File: src/rtl/julia_pkg.sv
// Shared types and default sizing for the Julia compute array dispatch path.
package julia_pkg;

  typedef enum logic [1:0] {
    IDLE  = 2'd0,
    ISSUE = 2'd1,
    DRAIN = 2'd2
  } dispatch_state_t;

  localparam int unsigned NUM_JULIA_DEF = 8;
  localparam int unsigned WIDTH_DEF     = 640;
  localparam int unsigned HEIGHT_DEF    = 480;

endpackage

File: src/rtl/julia_rr_pick.sv
// Combinational round-robin search: first set request at or after ptr, wrapping.
module julia_rr_pick #(
  parameter int unsigned NUM_JULIA = 8,
  localparam int unsigned PTR_W = $clog2(NUM_JULIA)
) (
  input  logic [NUM_JULIA-1:0] req,
  input  logic [PTR_W-1:0]     ptr,
  output logic                 any,
  output logic [NUM_JULIA-1:0] grant,
  output logic [PTR_W-1:0]     grant_idx
);

  always_comb begin
    logic [PTR_W-1:0] k;
    k         = '0;
    any       = 1'b0;
    grant     = '0;
    grant_idx = '0;
    for (int unsigned i = 0; i < NUM_JULIA; i++) begin
      k = PTR_W'((32'(ptr) + i) % NUM_JULIA);
      if (!any && req[k]) begin
        any       = 1'b1;
        grant[k]  = 1'b1;
        grant_idx = k;
      end
    end
  end

endmodule

File: src/rtl/julia_dispatch.sv
// Raster-order pixel dispatcher: hands one pixel per cycle to the next idle Julia core
// (round-robin) and pulses frame_done once every issued pixel has been written back.
module julia_dispatch
  import julia_pkg::*;
#(
  parameter int unsigned NUM_JULIA = NUM_JULIA_DEF,
  parameter int unsigned WIDTH     = WIDTH_DEF,
  parameter int unsigned HEIGHT    = HEIGHT_DEF,
  parameter int unsigned X_W       = 10,
  parameter int unsigned Y_W       = 9
) (
  input  logic                 clk,
  input  logic                 n_rst,
  input  logic                 start,
  input  logic [31:0]          frame_base,
  input  logic [NUM_JULIA-1:0] free,
  output logic [NUM_JULIA-1:0] load,
  output logic [X_W-1:0]       load_x,
  output logic [Y_W-1:0]       load_y,
  output logic [31:0]          load_address,
  output logic                 busy,
  output logic                 frame_done
);

  localparam int unsigned PTR_W = $clog2(NUM_JULIA);
  localparam logic [X_W-1:0] X_LAST = X_W'(WIDTH - 1);
  localparam logic [Y_W-1:0] Y_LAST = Y_W'(HEIGHT - 1);
  localparam logic [PTR_W-1:0] PTR_LAST = PTR_W'(NUM_JULIA - 1);

  dispatch_state_t state_q, state_d;
  logic [NUM_JULIA-1:0] idle_q, idle_d;
  logic [PTR_W-1:0]     rr_ptr_q, rr_ptr_d;
  logic [X_W-1:0]       x_q, x_d;
  logic [Y_W-1:0]       y_q, y_d;
  // Address of pixel (0, y): frame_base plus y*WIDTH, kept as a running sum.
  logic [31:0]          line_base_q, line_base_d;

  logic [NUM_JULIA-1:0] load_q, load_d;
  logic [X_W-1:0]       load_x_q, load_x_d;
  logic [Y_W-1:0]       load_y_q, load_y_d;
  logic [31:0]          load_address_q, load_address_d;
  logic                 busy_q, busy_d;
  logic                 frame_done_q, frame_done_d;

  logic                 pick_any;
  logic [NUM_JULIA-1:0] pick_grant;
  logic [PTR_W-1:0]     pick_idx;

  julia_rr_pick #(
    .NUM_JULIA(NUM_JULIA)
  ) u_rr_pick (
    .req      (idle_q),
    .ptr      (rr_ptr_q),
    .any      (pick_any),
    .grant    (pick_grant),
    .grant_idx(pick_idx)
  );

  always_comb begin
    state_d        = state_q;
    rr_ptr_d       = rr_ptr_q;
    x_d            = x_q;
    y_d            = y_q;
    line_base_d    = line_base_q;
    load_d         = '0;
    load_x_d       = load_x_q;
    load_y_d       = load_y_q;
    load_address_d = load_address_q;
    frame_done_d   = 1'b0;

    case (state_q)
      IDLE: begin
        if (start) begin
          line_base_d = frame_base;
          x_d         = '0;
          y_d         = '0;
          state_d     = ISSUE;
        end
      end
      ISSUE: begin
        if (pick_any) begin
          load_d         = pick_grant;
          load_x_d       = x_q;
          load_y_d       = y_q;
          load_address_d = line_base_q + 32'(x_q);
          rr_ptr_d       = (pick_idx == PTR_LAST) ? '0 : pick_idx + PTR_W'(1);
          if (x_q == X_LAST) begin
            x_d = '0;
            if (y_q == Y_LAST) begin
              state_d = DRAIN;
            end else begin
              y_d         = y_q + Y_W'(1);
              line_base_d = line_base_q + WIDTH;
            end
          end else begin
            x_d = x_q + X_W'(1);
          end
        end
      end
      DRAIN: begin
        if (&idle_q) begin
          frame_done_d = 1'b1;
          state_d      = IDLE;
        end
      end
      default: state_d = IDLE;
    endcase

    // free only revives busy cores; a grant and a free can land in the same cycle.
    idle_d = (idle_q & ~load_d) | (free & ~idle_q);
    busy_d = (state_d != IDLE) || frame_done_d;
  end

  always_ff @(posedge clk or negedge n_rst) begin
    if (!n_rst) begin
      state_q        <= IDLE;
      idle_q         <= '1;
      rr_ptr_q       <= '0;
      x_q            <= '0;
      y_q            <= '0;
      line_base_q    <= '0;
      load_q         <= '0;
      load_x_q       <= '0;
      load_y_q       <= '0;
      load_address_q <= '0;
      busy_q         <= 1'b0;
      frame_done_q   <= 1'b0;
    end else begin
      state_q        <= state_d;
      idle_q         <= idle_d;
      rr_ptr_q       <= rr_ptr_d;
      x_q            <= x_d;
      y_q            <= y_d;
      line_base_q    <= line_base_d;
      load_q         <= load_d;
      load_x_q       <= load_x_d;
      load_y_q       <= load_y_d;
      load_address_q <= load_address_d;
      busy_q         <= busy_d;
      frame_done_q   <= frame_done_d;
    end
  end

  assign load         = load_q;
  assign load_x       = load_x_q;
  assign load_y       = load_y_q;
  assign load_address = load_address_q;
  assign busy         = busy_q;
  assign frame_done   = frame_done_q;

endmodule
File: config.mk
export PLATFORM = sky130hd
export DESIGN_NAME = julia_dispatch
export DESIGN_NICKNAME = d
export VERILOG_FILES = /design/src/rtl/julia_pkg.sv /design/src/rtl/julia_rr_pick.sv /design/src/rtl/julia_dispatch.sv
export SDC_FILE = /design/constraint.sdc
export NUM_CORES = 1
export LEC_CHECK = 0
export ABC_AREA = 1
export ABC_CLOCK_PERIOD_IN_PS = 4200
export CORE_ASPECT_RATIO = 0.7
export CORE_UTILIZATION = 56
export DETAILED_ROUTE_END_ITERATION = 8
export PLACE_DENSITY = 0.81
export SLEW_MARGIN = 15
export SYNTH_ARGS = -nofsm -noshare
export SYNTH_HDL_FRONTEND = slang
export SYNTH_SLANG_ARGS = --single-unit
File: constraint.sdc
create_clock -name clk -period 4.2 [get_ports clk]
set_input_delay 0.42 -clock clk [delete_from_list [all_inputs] [get_ports clk]]
set_output_delay 0.42 -clock clk [all_outputs]
set_load 0.01 [all_outputs]
==> results of run 1 <==
-- Yosys cell counts (all sizes together), types with 3 or more instances --
| master | n |
|---|---|
| nand2 | 365 |
| inv | 120 |
| dfrtp | 117 |
| o21ai | 109 |
| nand3 | 91 |
| nor2 | 87 |
| nor3 | 35 |
| xor2 | 34 |
| clkbuf | 24 |
| a21oi | 23 |
| ha | 21 |
| nand4 | 21 |
| buf | 18 |
| nor4 | 11 |
| xnor2 | 10 |
| dfstp | 8 |
| mux2i | 8 |
| or2 | 6 |
| a31oi | 4 |
| nand3b | 3 |
-- routing by layer --
metal | track usage [%] | part of all wire [%] | vias up | wire length [um]
met5 | 0 | 0 | - | 0
met4 | 10.3 | 1.4 | 0 | 314
met3 | 6.43 | 9.0 | 30 | 2040
met2 | 47.2 | 42 | 373 | 9530
met1 | 47.1 | 48 | 3591 | 10800
li1 | - | - | 3846 | -
-- worst max-delay path, cell delays in order, from the launching register on --
cell,delay [ns]
dfrtp_1,0.39
inv_1,0.21
ha_1,0.29
inv_1,0.36
nand3_1,0.26
nand3_1,0.15
nand2_1,0.10
nor2_4,0.12
nand4_4,0.18
nor2_4,0.32
nand3b_2,0.17
nand2_4,0.21
nand2_4,0.24
nand2_2,0.15
buf_12,0.27
nand2_1,0.09
o21ai_0,0.09
-- layout by cell type, fill, tap and decap left out, drive strengths merged --
cell type,instances
nand2,365
inv,124
dfrtp,117
o21ai,109
clkdlybuf4s50,102
nand3,91
nor2,87
nor3,35
xor2,34
a21oi,23
ha,21
nand4,21
clkbuf,20
buf,17
nor4,11
xnor2,10
mux2i,8
dfstp,8
or2,6
clkinvlp,4
a31oi,4
nand3b,3
clkinv,3
a22oi,2
o21bai,2
a21o,2
o31ai,2
bufinv,2
and2,1
a21boi,1
nand2b,1
and3,1
a2bb2oi,1
fa,1
-- registers in the layout, indices dropped and copies added, names as in the netlist --
signal        flops
idle_q            8
rr_ptr_q          3
y_q               9
state_q           2
frame_done        1
load_address     32
load_y            9
load              8
line_base_q      32
x_q              10
load_x           10
busy              1
-- final timing paths --
path / start / endpoint / slack, ns
hold reg to reg: load_address[24] / load_address[24] / 0.48
hold / removal: n_rst / load[1] / 0.06
setup reg to reg: rr_ptr_q[1] / line_base_q[14] / 0.45
max in group asynchronous: n_rst / x_q[1] / 3.60
setup / recovery: rr_ptr_q[1] / line_base_q[14] / 0.45
min in group clk: load_address[24] / load_address[24] / 0.48
-- power breakdown --
part	switching, mW	internal [mW]	leakage, nW
Sequential	0.194	1.47	1.63
Combinational	2.17	1.13	2.74
Clock	0.588	0.909	0.280
-- logic make-up (layout without fill, tap and decap cells) --
group | Yosys count | count (layout) | synth area share [%]
AND/OR/NAND/NOR | 622 | 622 | 33.2
buffers and inverters | 163 | 272 | 8.26
flip-flops | 125 | 125 | 38.9
adder cells (fa/ha/maj) | 22 | 22 | 3.50
XOR/XNOR | 44 | 44 | 4.77
AO/OA/AOI/OAI | 146 | 146 | 10.4
multiplexers | 8 | 8 | 0.992
-- area by class of cell --
type | count | area share, %
timing repair buffer | 119 | 11.9
sequential | 125 | 31.8
inverter | 121 | 4.60
clock inverter | 12 | 1.37
multi-input combinational | 842 | 43.3
tap | 190 | 2.41
clock buffer | 20 | 4.63
-- through the flow --
| stage | power, mW | setup WS, ns | std cells |
|---|---|---|---|
| after detailed placement | 4.86 | 0.552 | 1397 |
| after CTS | 6.38 | 0.505 | 1429 |
| after floorplan | 3.84 | 0.906 | 1130 |
| after global placement | 4.88 | 0.719 | 1397 |
| after global routing | 6.92 | 0.174 | 1429 |
| final | 6.46 | 0.450 | 1429 |
==> results.txt, run 1 <==
synthesized net count: 1195
arrival time worst endpoint: 4.09 ns
DR DRC count: 0
clk sink count: 125
Post-synth EDFFs: 0
routed vias/inst: 5.49
post-layout instance area: 9860 sq um
antenna violations before repair: 0
flops & latches, synth: 125
final WL: 22700 um
top post-synthesis cells by area: dfrtp_1 (36%), nand2_1 (17%), nand3_1 (5.6%)
placer congestion estimate: 0.981
Avg Cell Area, Syn: 7.14 sq um
initial core utilization: 57.6%
PD cells: 655 nW/um^2
largest net degree at the start of global routing: 126
Final Hold Fails: 0
Startpoint Class: flip-flop
number of global-route vias before repair: 7170
Multi-input gate area: 4270 sq um
final period utilization: 89.3%
Worst EP required: 4.54 ns
DP Wirelength: 16100 um
proportion of layout cells with a drive suffix above 1: 7.91%
VDD IR max: 0.469 mV
Post-Synthesis Cells: 1130
first-pass GRT wire length: 36900 um
unrepaired setup endpoints after global routing: false
# Post-CTS Setup Buffers: 0
Fillers: 1151
die height: 102 um
status: completed
PortBufs: 103
R2R depth: 16
Async SR Flop Fraction: 100%
ant diodes: 0
Initial DRT Pass Iterations: 6
CP max FO: 57
fmax: 267 MHz
H-tree depth: 4
Area growth syn-to-layout: 22.2%
count of final max-slew check failures: 0
Worst Max-Slew Pin Slew: 0.992 ns
Placed Area: 9270 sq um
biggest area consumer among synthesized cells: dfrtp_1
Max Cap Viol: 0
Ys Warns: 0
skew final: 0.0122 ns
die width: 145 um
Yosys cell types: 44
Clock Path Buffers: 2
gr usage total: 32.0%
I/O Pins: 104
total vias in the final route: 7840
final setup TNS: 0 ns
crit path time final: 3.75 ns
CTS tree: built
Relative slew margins: 33.2%
CTS root buffer: clkbuf_16
CP endpoint kind: flip-flop
layout net count: 1291
share of Yosys cell area claimed by the top area cell type: 36.3%
# hold bufs at CTS: 0
Final Util: 70.4%
Core Area: 14000 sq um
num rows: 36
Worst Hold Class: in2async
P_leak: 4.65 nW
clock-pin slew on the worst setup and hold paths: 0.07 ns
routed len/inst: 15.9 um
clk_lat worst skew: 0.43 ns
Num CTS Buffers: 17
DR iter-0 viols: 856
ys flop type: dfrtp_1
Final ANT Viol Nets: 0
Die ar.: 14900 sq um
area of the mapped netlist: 8070 sq um
sequential share of the synthesized area: 38.9%
GR Overflow Total: 0
Resized Gates After CTS: 0
sequential cell area: 3140 sq um
# setup viols final: 0
kind of critical path: reg2reg
worst hold slack: 0.0616 ns
No activity file was read; power rests on OpenSTA's default activity.
==> run 2: changes to the inputs <==
--- a/config.mk
+++ b/config.mk
@@ -11,6 +11,7 @@
 export CORE_UTILIZATION = 56
 export DETAILED_ROUTE_END_ITERATION = 8
 export PLACE_DENSITY = 0.81
+export SKIP_CTS_REPAIR_TIMING = 1
 export SLEW_MARGIN = 15
 export SYNTH_ARGS = -nofsm -noshare
 export SYNTH_HDL_FRONTEND = slang
==> results of run 2 <==
Same layout as run 1: the final DEF is identical, and so are final timing and power.
